===== config.mk =====
export PLATFORM = sky130hd
export DESIGN_NAME = pipeline_hazard_unit
export DESIGN_NICKNAME = d
export VERILOG_FILES = /design/src/rtl/pipeline_hazard_unit.sv
export SDC_FILE = /design/constraint.sdc
export NUM_CORES = 1
export LEC_CHECK = 0
export BUFFER_PORTS_ARGS = -buffer_cell sky130_fd_sc_hd__buf_2
export CAP_MARGIN = 20
export CORE_AREA = 2 2 83 85
export CTS_CLUSTER_DIAMETER = 150
export DETAILED_ROUTE_END_ITERATION = 7
export DIE_AREA = 0 0 85 87
export GPL_ROUTABILITY_DRIVEN = 1
export PLACE_DENSITY_LB_ADDON = 0.2
export SYNTH_ARGS = -nofsm -noshare
export SYNTH_HDL_FRONTEND = slang
export SYNTH_SLANG_ARGS = --single-unit

===== constraint.sdc =====
create_clock -name clk -period 5.2 [get_ports clk]
set_clock_uncertainty 0.05 [all_clocks]
set_input_delay 1.04 -clock clk [delete_from_list [all_inputs] [get_ports clk]]
set_output_delay 1.04 -clock clk [all_outputs]
set_load 0.03 [all_outputs]

===== src/rtl/pipeline_hazard_unit.sv =====
// Interlocking hazard controller for a 5-stage pipeline without forwarding: tracks the
// destinations in flight in EX/MEM/WB, stalls dependent ID instructions, flushes on redirect.
module pipeline_hazard_unit #(
    parameter bit WB_BYPASS = 1'b1,
    parameter int CNT_W     = 32
) (
    input  logic             clk,
    input  logic             rst,
    input  logic             valid_ID,
    input  logic             Rs1_used,
    input  logic             Rs2_used,
    input  logic [4:0]       Rs1_addr_ID,
    input  logic [4:0]       Rs2_addr_ID,
    input  logic [4:0]       Rd_addr_ID,
    input  logic             RegWrite_ID,
    input  logic             Branch_taken_EX,
    output logic             stall_PC,
    output logic             stall_IFID,
    output logic             flush_IFID,
    output logic             flush_IDEX,
    output logic [CNT_W-1:0] stall_cnt,
    output logic [CNT_W-1:0] flush_cnt
);

    typedef struct packed {
        logic       v;
        logic [4:0] rd;
    } sb_entry_t;

    localparam sb_entry_t SB_EMPTY = '{v: 1'b0, rd: 5'd0};
    localparam logic [CNT_W-1:0] CNT_ONE = {{(CNT_W-1){1'b0}}, 1'b1};

    sb_entry_t        sb_ex_r;
    sb_entry_t        sb_mem_r;
    sb_entry_t        sb_wb_r;
    sb_entry_t        sb_new_s;
    logic             rs1_hit_s;
    logic             rs2_hit_s;
    logic             hazard_s;
    logic             issue_s;
    logic [CNT_W-1:0] stall_cnt_r;
    logic [CNT_W-1:0] flush_cnt_r;

    // x0 is hardwired to zero, so it can never carry a dependency
    function automatic logic sb_match(input sb_entry_t e, input logic [4:0] a);
        return e.v & (e.rd == a) & (a != 5'd0);
    endfunction

    function automatic logic src_hit(input sb_entry_t ex, input sb_entry_t mem,
                                     input sb_entry_t wb, input logic [4:0] a);
        logic wb_hit;
        wb_hit = (WB_BYPASS == 1'b0) ? sb_match(wb, a) : 1'b0;
        return sb_match(ex, a) | sb_match(mem, a) | wb_hit;
    endfunction

    // Source operands of the ID instruction against the in-flight destinations
    always_comb begin
        rs1_hit_s = Rs1_used & src_hit(sb_ex_r, sb_mem_r, sb_wb_r, Rs1_addr_ID);
        rs2_hit_s = Rs2_used & src_hit(sb_ex_r, sb_mem_r, sb_wb_r, Rs2_addr_ID);
        hazard_s  = valid_ID & (rs1_hit_s | rs2_hit_s);
    end

    // Destination entering EX: only an instruction that actually leaves ID this cycle
    always_comb begin
        issue_s  = valid_ID & RegWrite_ID & (Rd_addr_ID != 5'd0) & ~hazard_s & ~Branch_taken_EX;
        sb_new_s = SB_EMPTY;
        if (issue_s) begin
            sb_new_s.v  = 1'b1;
            sb_new_s.rd = Rd_addr_ID;
        end else begin
            sb_new_s = SB_EMPTY;
        end
    end

    // Pipeline controls; redirect wins over a data hazard, reset forces everything low
    always_comb begin
        stall_PC   = 1'b0;
        stall_IFID = 1'b0;
        flush_IFID = 1'b0;
        flush_IDEX = 1'b0;
        if (rst) begin
            stall_PC   = 1'b0;
            stall_IFID = 1'b0;
            flush_IFID = 1'b0;
            flush_IDEX = 1'b0;
        end else if (Branch_taken_EX) begin
            stall_PC   = 1'b0;
            stall_IFID = 1'b0;
            flush_IFID = 1'b1;
            flush_IDEX = 1'b1;
        end else if (hazard_s) begin
            stall_PC   = 1'b1;
            stall_IFID = 1'b1;
            flush_IFID = 1'b0;
            flush_IDEX = 1'b1;
        end else begin
            stall_PC   = 1'b0;
            stall_IFID = 1'b0;
            flush_IFID = 1'b0;
            flush_IDEX = 1'b0;
        end
    end

    // Scoreboard shift; downstream stages never stall so it advances every cycle
    always_ff @(posedge clk) begin
        if (rst) begin
            sb_ex_r  <= SB_EMPTY;
            sb_mem_r <= SB_EMPTY;
            sb_wb_r  <= SB_EMPTY;
        end else begin
            sb_ex_r  <= sb_new_s;
            sb_mem_r <= sb_ex_r;
            sb_wb_r  <= sb_mem_r;
        end
    end

    // Performance counters; a killed instruction's hazard is not counted as a stall
    always_ff @(posedge clk) begin
        if (rst) begin
            stall_cnt_r <= {CNT_W{1'b0}};
            flush_cnt_r <= {CNT_W{1'b0}};
        end else if (Branch_taken_EX) begin
            stall_cnt_r <= stall_cnt_r;
            flush_cnt_r <= flush_cnt_r + CNT_ONE;
        end else if (hazard_s) begin
            stall_cnt_r <= stall_cnt_r + CNT_ONE;
            flush_cnt_r <= flush_cnt_r;
        end else begin
            stall_cnt_r <= stall_cnt_r;
            flush_cnt_r <= flush_cnt_r;
        end
    end

    assign stall_cnt = stall_cnt_r;
    assign flush_cnt = flush_cnt_r;

endmodule


Word level (Yosys, flattened, before mapping). Index checks and enable logic that the tools add are counted.

Register bits: 76. Input port bits: 22. Output and inout bits: 68. Word-level logic and storage cells: 46.

Add/subtract/negate cells: 2. Equal/unequal tests: 4. Muxes and demuxes: 8. Bitwise gates (word level): 21. Reduce and logical (&&, ||, !) cells: 5.

Operators with widths (count): $add 32x1->32 const B (2); $eq 5x5->1 (4); $and 1x1->1 (15); $reduce_bool 5->1 (3); $mux 1 (7); $mux 6 (1); $not 1->1 (3); $or 1x1->1 (3); $reduce_and 2->1 (1); $reduce_or 2->1 (1).

Logic depth before layout (Yosys ltp). Gate-level depths: netlist of the first run.

Depth after elaboration: 12. Gate-level depth with buffers: 9.

Worst setup path before layout of the first run. Ideal clock, no wire load.

Path type: input-to-output. From: in Rs1_addr_ID[3]. To: out stall_PC. Arrival time: 3.073 ns. Setup slack: 1.037 ns. Stages: 9. Cell sequence: xor2_1 nor4_2 a32oi_1 o32a_1 buf_6 buf_2 buf_2 nor2_1 buf_4.

Word-level cells in the longest chain between the ends: 10. Elaborated cells between the ends (all ways): 14. Classes of those cells: eq/ne (2); mux (3); bitwise (8); reduce/logical (1).

RTL lines: from (decl) (line 12) `input logic [4:0] Rs1_addr_ID,`; $eq 5x5->1 (line 46) `return e.v & (e.rd == a) & (a != 5'd0);`; $and 1x1->1 (2 in a row) (line 46); $or 1x1->1 * (line 53) `return sb_match(ex, a) | sb_match(mem, a) | wb_hit;`; $and 1x1->1 * (line 58) `rs1_hit_s = Rs1_used & src_hit(sb_ex_r, sb_mem_r, sb_wb_r, Rs1_addr_ID);`; $or 1x1->1 * (line 60) `hazard_s = valid_ID & (rs1_hit_s | rs2_hit_s);`; $and 1x1->1 * (line 60); $mux 1 * (3 in a row); to (decl) (line 17) `output logic stall_PC,`.

Every way passes the cells marked *; elsewhere a longest branch is shown, timed or not.

Final worst setup path of the first run.
From: in Rs1_addr_ID[4]. To: out stall_IFID.

Word-level cells in the longest chain between the ends: 10. Elaborated cells between the ends (all ways): 14. Classes of those cells: eq/ne (2); mux (3); bitwise (8); reduce/logical (1).

RTL lines: $eq 5x5->1 (line 46); $and 1x1->1 (2 in a row) (line 46); $or 1x1->1 * (line 53); $and 1x1->1 * (line 58); $or 1x1->1 * (line 60); $and 1x1->1 * (line 60); $mux 1 * (line 91) `end else if (hazard_s) begin`; $mux 1 * (line 86) `end else if (Branch_taken_EX) begin`; $mux 1 * (line 81) `if (rst) begin`; to (decl) (line 18) `output logic stall_IFID,`.

Marked as above.

==> results of run 1 <==
## routing by layer
metal,vias to the layer above,global-route usage [%]
met1,1575,26.2
met2,90,36.9
met4,0,11.0
met5,-,0
li1,1663,-
met3,17,5.31
## worst min path at each step
stage                       start       endpoint  slack [ps]  cells past startpoint
global route        stall_cnt[31]  stall_cnt[31]         460                      2
floorplan              sb_ex_r[5]    sb_mem_r[5]         400                      1
finish              stall_cnt[31]  stall_cnt[31]         430                      2
CTS                 stall_cnt[31]  stall_cnt[31]         430                      2
global placement    stall_cnt[31]  stall_cnt[31]         410                      2
detailed placement  stall_cnt[31]  stall_cnt[31]         420                      2
## synth_stat cells, drive strengths merged
master,count,area share (%)
nand2b,1,0.17
buf,9,1.8
o22ai,1,0.17
or4,25,5.2
a21oi,34,4.7
o21ai,15,2.1
or3,12,2.1
xor2,41,10
a32oi,2,0.49
nor2b,7,1.2
nor2,40,4.2
nand4,15,2.6
mux2i,2,0.56
dfxtp,76,42
nand3,27,3.8
ha,2,0.69
nand2,23,2.4
inv,9,0.94
nor4,7,1.7
and4,2,0.49
o31ai,21,4.4
clkbuf,13,1.4
nor3,3,0.42
and3,10,1.7
and2,10,1.7
o32a,1,0.28
xnor2,8,1.9
nor3b,1,0.21
or4b,1,0.28
or2,1,0.17
## logic make-up (layout without fill, tap and decap cells)
| logic type | after synthesis | in the layout | synth area share [%] |
|---|---|---|---|
| AOI/OAI and AO/OA | 74 | 74 | 12.1 |
| xor gates and xnor gates | 49 | 49 | 11.9 |
| adders and majority gates | 2 | 2 | 0.695 |
| buffers and inverters | 31 | 116 | 4.10 |
| DFF | 76 | 76 | 42.2 |
| muxes | 2 | 2 | 0.556 |
| and+or+nand+nor | 185 | 185 | 28.4 |
## critical path: cells and delay by family
family,cells,cell delay (ps)
compound gates,2,530
buf+inv,2,340
simple gates,2,470
xor+xnor,1,150
## through the flow
step,instances,util (%),setup slack [ps],area (um2),total power [W]
2_1_floorplan,419,-,1040,3600,0.000629
3_3_place_gp,568,61.7,1640,4050,0.000646
3_5_place_dp,568,61.7,1590,4050,0.000648
4_1_cts,584,65.0,1580,4270,0.00114
5_1_grt,584,65.0,1470,4270,0.00117
6_report,584,65.0,1570,4270,0.00113
## power groups by stage
| stage | combinational, W | clock (W) | sequential (W) |
|---|---|---|---|
| 5_1_grt | 0.0000508 | 0.000527 | 0.000589 |
| 4_1_cts | 0.0000460 | 0.000503 | 0.000588 |
| 2_1_floorplan | 0.0000250 | 0 | 0.000604 |
| 3_5_place_dp | 0.0000460 | 0 | 0.000602 |
| 3_3_place_gp | 0.0000447 | 0 | 0.000602 |
| 6_report | 0.0000458 | 0.000492 | 0.000588 |
## registers in the layout, indices dropped and copies added, names as in the netlist
name       count
stall_cnt     32
sb_ex_r        6
flush_cnt     32
sb_mem_r       6
## area by class of cell
cell class                      instances  area share (%)
Multi-Input combinational cell        312            45.3
Clock inverter                          4            1.70
Clock buffer                           12            3.40
Inverter                                9           0.792
Timing Repair Buffer                   91            10.8
Tap cell                               80            2.35
Sequential cell                        76            35.6
==> impl_metrics.xml, run 1 <==
<?xml version="1.0" encoding="UTF-8"?>
<metrics>
  <group name="run_status">
    <metric name="result_of_the_run" unit="">completed</metric>
  </group>
  <group name="setup_path">
    <metric name="cpPeakStageDelay" unit="ps">400</metric>
    <metric name="setup.worst_path.start_class" unit="">input port</metric>
    <metric name="path_max_fanout" unit="">3</metric>
    <metric name="endpoint_kind" unit="">output port</metric>
    <metric name="worstPathArrival" unit="ps">2540</metric>
    <metric name="required_time_at_the_worst_slack_endpoint" unit="ps">4110</metric>
    <metric name="timing.setup.critical_path_class" unit="">input port to output port</metric>
    <metric name="reg2reg_to" unit="">stall_cnt[28]</metric>
    <metric name="slowest_stage" unit="">sky130_fd_sc_hd__o32a_2</metric>
    <metric name="startpoint" unit="">Rs1_addr_ID[4]</metric>
    <metric name="cp_common_cell" unit="">sky130_fd_sc_hd__buf_2</metric>
    <metric name="timing.reg2reg.worst_path_depth" unit="">5</metric>
    <metric name="sequence_of_cells_on_the_critical_path" unit="">buf_2 &gt; xor2_1 &gt; nor4_1 &gt; a32oi_1 &gt; o32a_2 &gt; nor2_1 &gt; buf_2</metric>
    <metric name="regToRegStartpoint" unit="">stall_cnt[5]</metric>
    <metric name="rrSetupSlack" unit="ps">2580</metric>
    <metric name="cp-endpoint" unit="">stall_IFID</metric>
  </group>
  <group name="clock_tree">
    <metric name="htree_num_levels" unit="">3</metric>
    <metric name="ctsLongestPathBuffers" unit="">2</metric>
    <metric name="worst_setup_hold_path_clk_slew" unit="ps">80</metric>
    <metric name="tritoncts" unit="">yes</metric>
    <metric name="cts_hold_buf" unit="">0</metric>
    <metric name="post_cts.repair.setup_buffers" unit="">0</metric>
    <metric name="numCtsBuffers" unit="">9</metric>
    <metric name="post_cts_resized" unit="">0</metric>
    <metric name="tritoncts_num_sinks" unit="">76</metric>
    <metric name="clock_insertion_delay_worst_skew" unit="ps">340</metric>
    <metric name="clock-root-buffer" unit="">sky130_fd_sc_hd__clkbuf_8</metric>
  </group>
  <group name="synthesis">
    <metric name="seq_area_frac_synth" unit="%">42.2</metric>
    <metric name="ys_warn_count" unit="">0</metric>
    <metric name="post_synth_instance_area" unit="um2">3600</metric>
    <metric name="mappedNetlistNets" unit="">443</metric>
    <metric name="synthesis.area_per_instance" unit="um2">8.60</metric>
    <metric name="ys_seq_elements" unit="">76</metric>
    <metric name="synth_cell_type_count" unit="">34</metric>
    <metric name="synth_cells" unit="">419</metric>
  </group>
  <group name="min_path">
    <metric name="min-delay-path-class" unit="">flip-flop to flip-flop</metric>
  </group>
  <group name="final_layout">
    <metric name="multi_input_comb_area" unit="um2">1930</metric>
    <metric name="count_of_inserted_antenna_diode_cells" unit="">0</metric>
    <metric name="layout.cells.most_common_list" unit="">89 x sky130_fd_sc_hd__buf_2, 76 x sky130_fd_sc_hd__dfxtp_1, 41 x sky130_fd_sc_hd__xor2_1, 40 x sky130_fd_sc_hd__nor2_1, 34 x sky130_fd_sc_hd__a21oi_1</metric>
    <metric name="area_growth_from_synthesis_to_layout" unit="%">18.5</metric>
    <metric name="seq_area" unit="um2">1520</metric>
    <metric name="finish.net_count" unit="">523</metric>
    <metric name="most_common_library_cell_in_the_layout_ignoring_fill_and_taps" unit="">sky130_fd_sc_hd__buf_2</metric>
    <metric name="num-fill-cells" unit="">571</metric>
    <metric name="post_route_cells_drive_above_1_share" unit="%">21.8</metric>
  </group>
  <group name="detailed_routing">
    <metric name="wl_met3" unit="um">403</metric>
    <metric name="ant_nets" unit="">0</metric>
    <metric name="detail_route.wl_per_cell" unit="um">13.7</metric>
    <metric name="detail_route.iter0.violations" unit="">205</metric>
    <metric name="drt-met1-wl" unit="um">3550</metric>
    <metric name="drc_errors" unit="">0</metric>
    <metric name="first_pass_iters" unit="">4</metric>
    <metric name="dr.max_layer_used" unit="">met4</metric>
    <metric name="avgViaCountPerCell" unit="">5.73</metric>
    <metric name="vias" unit="">3345</metric>
    <metric name="routed_wire_length_on_met2" unit="um">3890</metric>
    <metric name="route.final.wire_length" unit="um">8000</metric>
  </group>
  <group name="placed_design">
    <metric name="detailed_place_hpwl" unit="um">5680</metric>
    <metric name="place_congestion" unit="">0.864</metric>
    <metric name="place.port_buffers" unit="">89</metric>
  </group>
  <group name="pwr">
    <metric name="power_report.internal_total" unit="W">0.000885</metric>
    <metric name="power.net_switching" unit="W">0.000241</metric>
    <metric name="sequentialPowerShare" unit="%">52.2</metric>
    <metric name="vdd_ir_drop_max" unit="uV">159</metric>
    <metric name="comb_power_share" unit="%">4.1</metric>
    <metric name="pwr-share-clk" unit="%">43.7</metric>
    <metric name="switching_share" unit="%">21.4</metric>
    <metric name="powerDensity" unit="nW/um2">264</metric>
    <metric name="leakagePower" unit="nW">1.70</metric>
  </group>
  <group name="global_route">
    <metric name="grt_first_pass_wirelength" unit="um">13400</metric>
    <metric name="pin_count_of_the_biggest_net_entering_global_routing" unit="">63</metric>
    <metric name="first_global_vias" unit="">3027</metric>
    <metric name="grt.total_usage" unit="%">22.0</metric>
    <metric name="antenna_violations_before_repair" unit="">0</metric>
    <metric name="global_route.overflow_total" unit="">0</metric>
  </group>
  <group name="floorplan">
    <metric name="area_enclosed_by_the_die_boundary" unit="um2">7400</metric>
    <metric name="initial_core_util" unit="%">54.8</metric>
    <metric name="die_h" unit="um">87</metric>
    <metric name="number_of_placement_rows" unit="">30</metric>
    <metric name="overall_die_width" unit="um">85</metric>
    <metric name="boundaryPins" unit="">90</metric>
    <metric name="fp.coreArea" unit="um2">6570</metric>
  </group>
  <group name="sta">
    <metric name="fin_crit" unit="ps">3630</metric>
    <metric name="actual_transition_at_the_worst_max_transition_pin" unit="ps">903</metric>
    <metric name="setup_tns" unit="ps">0</metric>
    <metric name="setup-violations-final" unit="">0</metric>
    <metric name="max_freq" unit="MHz">276</metric>
    <metric name="portion_of_the_clock_cycle_consumed_by_the_worst_path_in_the_final_layout" unit="%">69.7</metric>
    <metric name="pins_over_their_slew_limit" unit="">0</metric>
    <metric name="timing_hold_violations_final" unit="">0</metric>
    <metric name="max-slew-margin-rel" unit="%">39.2</metric>
    <metric name="rsz0062_at_grt" unit="">false</metric>
    <metric name="whs" unit="ps">431</metric>
  </group>
  <group name="flow_run">
    <metric name="max_cap_violations" unit="">0</metric>
  </group>
</metrics>
Power figures use the tool's default switching activity.
==> run 2: changes to the inputs <==
ABC_AREA = 1   (was default)
CORE_AREA = 2 2 100 102   (was 2 2 83 85)
DIE_AREA = 0 0 102 104   (was 0 0 85 87)
clock period = 2.9 ns   (was 5.2 ns; I/O delays follow)
==> impl_metrics.xml, run 2 <==
<?xml version="1.0" encoding="UTF-8"?>
<metrics>
  <group name="clock_tree">
    <metric name="clock-root-buffer" unit="">sky130_fd_sc_hd__clkbuf_8</metric>
    <metric name="post_cts.repair.setup_buffers" unit="">0</metric>
    <metric name="htree_num_levels" unit="">3</metric>
    <metric name="worst_setup_hold_path_clk_slew" unit="ps">70</metric>
    <metric name="post_cts_resized" unit="">0</metric>
    <metric name="tritoncts" unit="">yes</metric>
    <metric name="tritoncts_num_sinks" unit="">76</metric>
    <metric name="numCtsBuffers" unit="">9</metric>
    <metric name="clock_insertion_delay_worst_skew" unit="ps">350</metric>
    <metric name="ctsLongestPathBuffers" unit="">2</metric>
    <metric name="cts_hold_buf" unit="">0</metric>
  </group>
  <group name="pwr">
    <metric name="powerDensity" unit="nW/um2">367</metric>
    <metric name="pwr-share-clk" unit="%">40.9</metric>
    <metric name="comb_power_share" unit="%">6.5</metric>
    <metric name="power.net_switching" unit="W">0.000484</metric>
    <metric name="leakagePower" unit="nW">2.59</metric>
    <metric name="vdd_ir_drop_max" unit="uV">220</metric>
    <metric name="power_report.internal_total" unit="W">0.00152</metric>
    <metric name="switching_share" unit="%">24.1</metric>
    <metric name="sequentialPowerShare" unit="%">52.6</metric>
  </group>
  <group name="synthesis">
    <metric name="seq_area_frac_synth" unit="%">32.1</metric>
    <metric name="synthesis.area_per_instance" unit="um2">5.93</metric>
    <metric name="synth_xor_xnor_area_share" unit="%">1.85</metric>
    <metric name="post_synth_instance_area" unit="um2">4740</metric>
    <metric name="synthMostInstantiatedCell" unit="">sky130_fd_sc_hd__nand2_1</metric>
    <metric name="post_synthesis_simple_gate_area_fraction" unit="%">47.7</metric>
    <metric name="yosys.area_share.adder" unit="%">0.528</metric>
    <metric name="yosys-mux-area-fraction" unit="%">0</metric>
    <metric name="synth_top_cells_by_area" unit="">sky130_fd_sc_hd__dfxtp_1 32%, sky130_fd_sc_hd__nand2_1 19%, sky130_fd_sc_hd__nor2_1 12%</metric>
    <metric name="postSynth.asyncResetShare" unit="%">0</metric>
    <metric name="synth_cell_type_count" unit="">39</metric>
    <metric name="synth_area_leader_cell" unit="">sky130_fd_sc_hd__dfxtp_1</metric>
    <metric name="mappedNetlistNets" unit="">823</metric>
    <metric name="ys_seq_elements" unit="">76</metric>
    <metric name="compound_cell_area_share_of_the_yosys_netlist" unit="%">5.34</metric>
    <metric name="fraction_of_synthesized_cell_area_taken_by_the_top_area_cell_type" unit="%">32.1</metric>
    <metric name="synthTopCellsByCount" unit="">238 x sky130_fd_sc_hd__nand2_1, 152 x sky130_fd_sc_hd__nor2_1, 114 x sky130_fd_sc_hd__inv_1</metric>
    <metric name="largest_family_of_logic_cells_by_synthesized_area" unit="">simple AND/OR/NAND/NOR gates</metric>
    <metric name="dominantRegCellSynth" unit="">sky130_fd_sc_hd__dfxtp_1</metric>
    <metric name="synth-edff-count" unit="">0</metric>
    <metric name="ys_warn_count" unit="">0</metric>
    <metric name="synth_cells" unit="">799</metric>
  </group>
  <group name="global_route">
    <metric name="pin_count_of_the_biggest_net_entering_global_routing" unit="">41</metric>
    <metric name="global_route.overflow_total" unit="">0</metric>
    <metric name="grt_first_pass_wirelength" unit="um">21400</metric>
    <metric name="first_global_vias" unit="">4652</metric>
    <metric name="grt.total_usage" unit="%">24.9</metric>
    <metric name="antenna_violations_before_repair" unit="">0</metric>
  </group>
  <group name="run_status">
    <metric name="result_of_the_run" unit="">completed</metric>
  </group>
  <group name="floorplan">
    <metric name="die_h" unit="um">104</metric>
    <metric name="boundaryPins" unit="">90</metric>
    <metric name="initial_core_util" unit="%">49.6</metric>
    <metric name="area_enclosed_by_the_die_boundary" unit="um2">10600</metric>
    <metric name="number_of_placement_rows" unit="">36</metric>
    <metric name="fp.coreArea" unit="um2">9550</metric>
    <metric name="overall_die_width" unit="um">102</metric>
  </group>
  <group name="sta">
    <metric name="rsz0062_at_grt" unit="">false</metric>
    <metric name="max-slew-margin-rel" unit="%">71.3</metric>
    <metric name="timing_hold_violations_final" unit="">0</metric>
    <metric name="setup_tns" unit="ps">0</metric>
    <metric name="actual_transition_at_the_worst_max_transition_pin" unit="ps">430</metric>
    <metric name="whs" unit="ps">388</metric>
    <metric name="pins_over_their_slew_limit" unit="">0</metric>
    <metric name="max_freq" unit="MHz">415</metric>
    <metric name="setup-violations-final" unit="">0</metric>
    <metric name="portion_of_the_clock_cycle_consumed_by_the_worst_path_in_the_final_layout" unit="%">83.1</metric>
    <metric name="fin_crit" unit="ps">2410</metric>
  </group>
  <group name="setup_path">
    <metric name="endpoint_kind" unit="">output port</metric>
    <metric name="regToRegStartpoint" unit="">flush_cnt[0]</metric>
    <metric name="reg2reg_to" unit="">flush_cnt[28]</metric>
    <metric name="sequence_of_cells_on_the_critical_path" unit="">inv_1 &gt; nand2_1 &gt; nand2_1 &gt; nor2_1 &gt; nand3_1 &gt; nand2_1 &gt; nand2_1 &gt; nand2_2 &gt; nand2_1 &gt; a21oi_1 &gt; buf_2</metric>
    <metric name="required_time_at_the_worst_slack_endpoint" unit="ps">2270</metric>
    <metric name="cpPeakStageDelay" unit="ps">360</metric>
    <metric name="startpoint" unit="">sb_ex_r[4]</metric>
    <metric name="rrSetupSlack" unit="ps">980</metric>
    <metric name="cp_common_cell" unit="">sky130_fd_sc_hd__nand2_1</metric>
    <metric name="timing.setup.critical_path_class" unit="">flip-flop to output port</metric>
    <metric name="slowest_stage" unit="">sky130_fd_sc_hd__dfxtp_1</metric>
    <metric name="cp-endpoint" unit="">flush_IDEX</metric>
    <metric name="setup.worst_path.start_class" unit="">flip-flop</metric>
    <metric name="worstPathArrival" unit="ps">1780</metric>
    <metric name="timing.reg2reg.worst_path_depth" unit="">10</metric>
    <metric name="path_max_fanout" unit="">3</metric>
  </group>
  <group name="min_path">
    <metric name="min-delay-path-class" unit="">flip-flop to flip-flop</metric>
  </group>
  <group name="final_layout">
    <metric name="most_common_library_cell_in_the_layout_ignoring_fill_and_taps" unit="">sky130_fd_sc_hd__nand2_1</metric>
    <metric name="layout.cells.most_common_list" unit="">238 x sky130_fd_sc_hd__nand2_1, 152 x sky130_fd_sc_hd__nor2_1, 114 x sky130_fd_sc_hd__inv_1, 89 x sky130_fd_sc_hd__buf_2, 76 x sky130_fd_sc_hd__dfxtp_1</metric>
    <metric name="area_growth_from_synthesis_to_layout" unit="%">15.4</metric>
    <metric name="count_of_inserted_antenna_diode_cells" unit="">0</metric>
    <metric name="finish.net_count" unit="">906</metric>
    <metric name="post_route_cells_drive_above_1_share" unit="%">15.8</metric>
  </group>
  <group name="placed_design">
    <metric name="place_congestion" unit="">0.949</metric>
    <metric name="detailed_place_hpwl" unit="um">9780</metric>
    <metric name="place.port_buffers" unit="">89</metric>
  </group>
  <group name="detailed_routing">
    <metric name="route.final.wire_length" unit="um">13200</metric>
    <metric name="detail_route.iter0.violations" unit="">269</metric>
    <metric name="first_pass_iters" unit="">5</metric>
    <metric name="avgViaCountPerCell" unit="">5.06</metric>
    <metric name="vias" unit="">5156</metric>
    <metric name="detail_route.wl_per_cell" unit="um">13.0</metric>
    <metric name="ant_nets" unit="">0</metric>
    <metric name="drc_errors" unit="">0</metric>
  </group>
  <group name="flow_run">
    <metric name="max_cap_violations" unit="">0</metric>
  </group>
</metrics>
[run 2: cell types whose count changed after synthesis, sizes merged, moves of 21 or more]
cell / before / now
nand2: 23 / 244
inv: 9 / 123
o31ai: 21 / 0
nand4: 15 / 39
nand3: 27 / 52
nor2: 40 / 160
or4: 25 / 0
xor2: 41 / 8
[run 2: area by class of cell]
class	instances	area, um2
fillers	989	4080
multi-input cells	575	2630
flip-flops and latches	76	1520
repair buffers	96	498
inverters	124	465
well taps	133	166
clock buffers	12	155
clock inverters	2	35.0
[run 2: metrics by stage]
step / worst slack, ps / instances / total power, W / utilization [%] / cell area (um2)
final: 490 / 1018 / 0.00201 / 57.2 / 5470
after global routing: 279 / 1018 / 0.00207 / 57.2 / 5470
after CTS: 455 / 1018 / 0.00202 / 57.2 / 5470
after detailed placement: 529 / 1004 / 0.00121 / 55.3 / 5280
after global placement: 516 / 1004 / 0.00121 / 55.3 / 5280
after floorplan: 218 / 799 / 0.00116 / - / 4740
[run 2: how the worst min path moves through the flow]
stage	to	slack, ps	depth (start not counted)	from
2_1_floorplan	sb_mem_r[5]	370	2	sb_ex_r[5]
3_3_place_gp	sb_mem_r[5]	380	2	sb_ex_r[5]
3_5_place_dp	sb_mem_r[5]	380	2	sb_ex_r[5]
4_1_cts	sb_mem_r[5]	390	2	sb_ex_r[5]
5_1_grt	sb_ex_r[4]	400	3	Rd_addr_ID[4]
6_report	sb_mem_r[5]	390	2	sb_ex_r[5]
[run 2: logic make-up (layout without fill, tap and decap cells)]
family                   Yosys count  after routing
AND/OR/NAND/NOR                  516            516
buffers and inverters            148            234
flip-flops                        76             76
AO/OA/AOI/OAI                     47             47
XOR/XNOR                          10             10
adder cells (fa/ha/maj)            2              2
[run 2: power by group through the flow]
stage                     combinational, W  sequential [W]  clock (W)
final                             0.000130         0.00106   0.000821
after detailed placement          0.000129         0.00108          0
after global placement            0.000126         0.00108          0
after CTS                         0.000129         0.00105   0.000836
after floorplan                  0.0000768         0.00108          0
after global routing              0.000143         0.00106   0.000874
[run 2: critical path, delay by kind of cell, from the launching register on]
family                 cells  cell delay, ps
buffers and inverters      2             290
DFF                        1             360
AOI/OAI and AO/OA          1             120
and+or+nand+nor            8             650
[run 2: metal layers]
metal	up-vias	part of all wire [%]	track usage [%]	routed length (um)
li1	2655	-	-	-
met1	2314	47	34.0	6170
met2	168	45	37.1	5920
met3	19	7.1	5.44	938
met4	0	1.6	11.8	206
met5	-	0	0	0
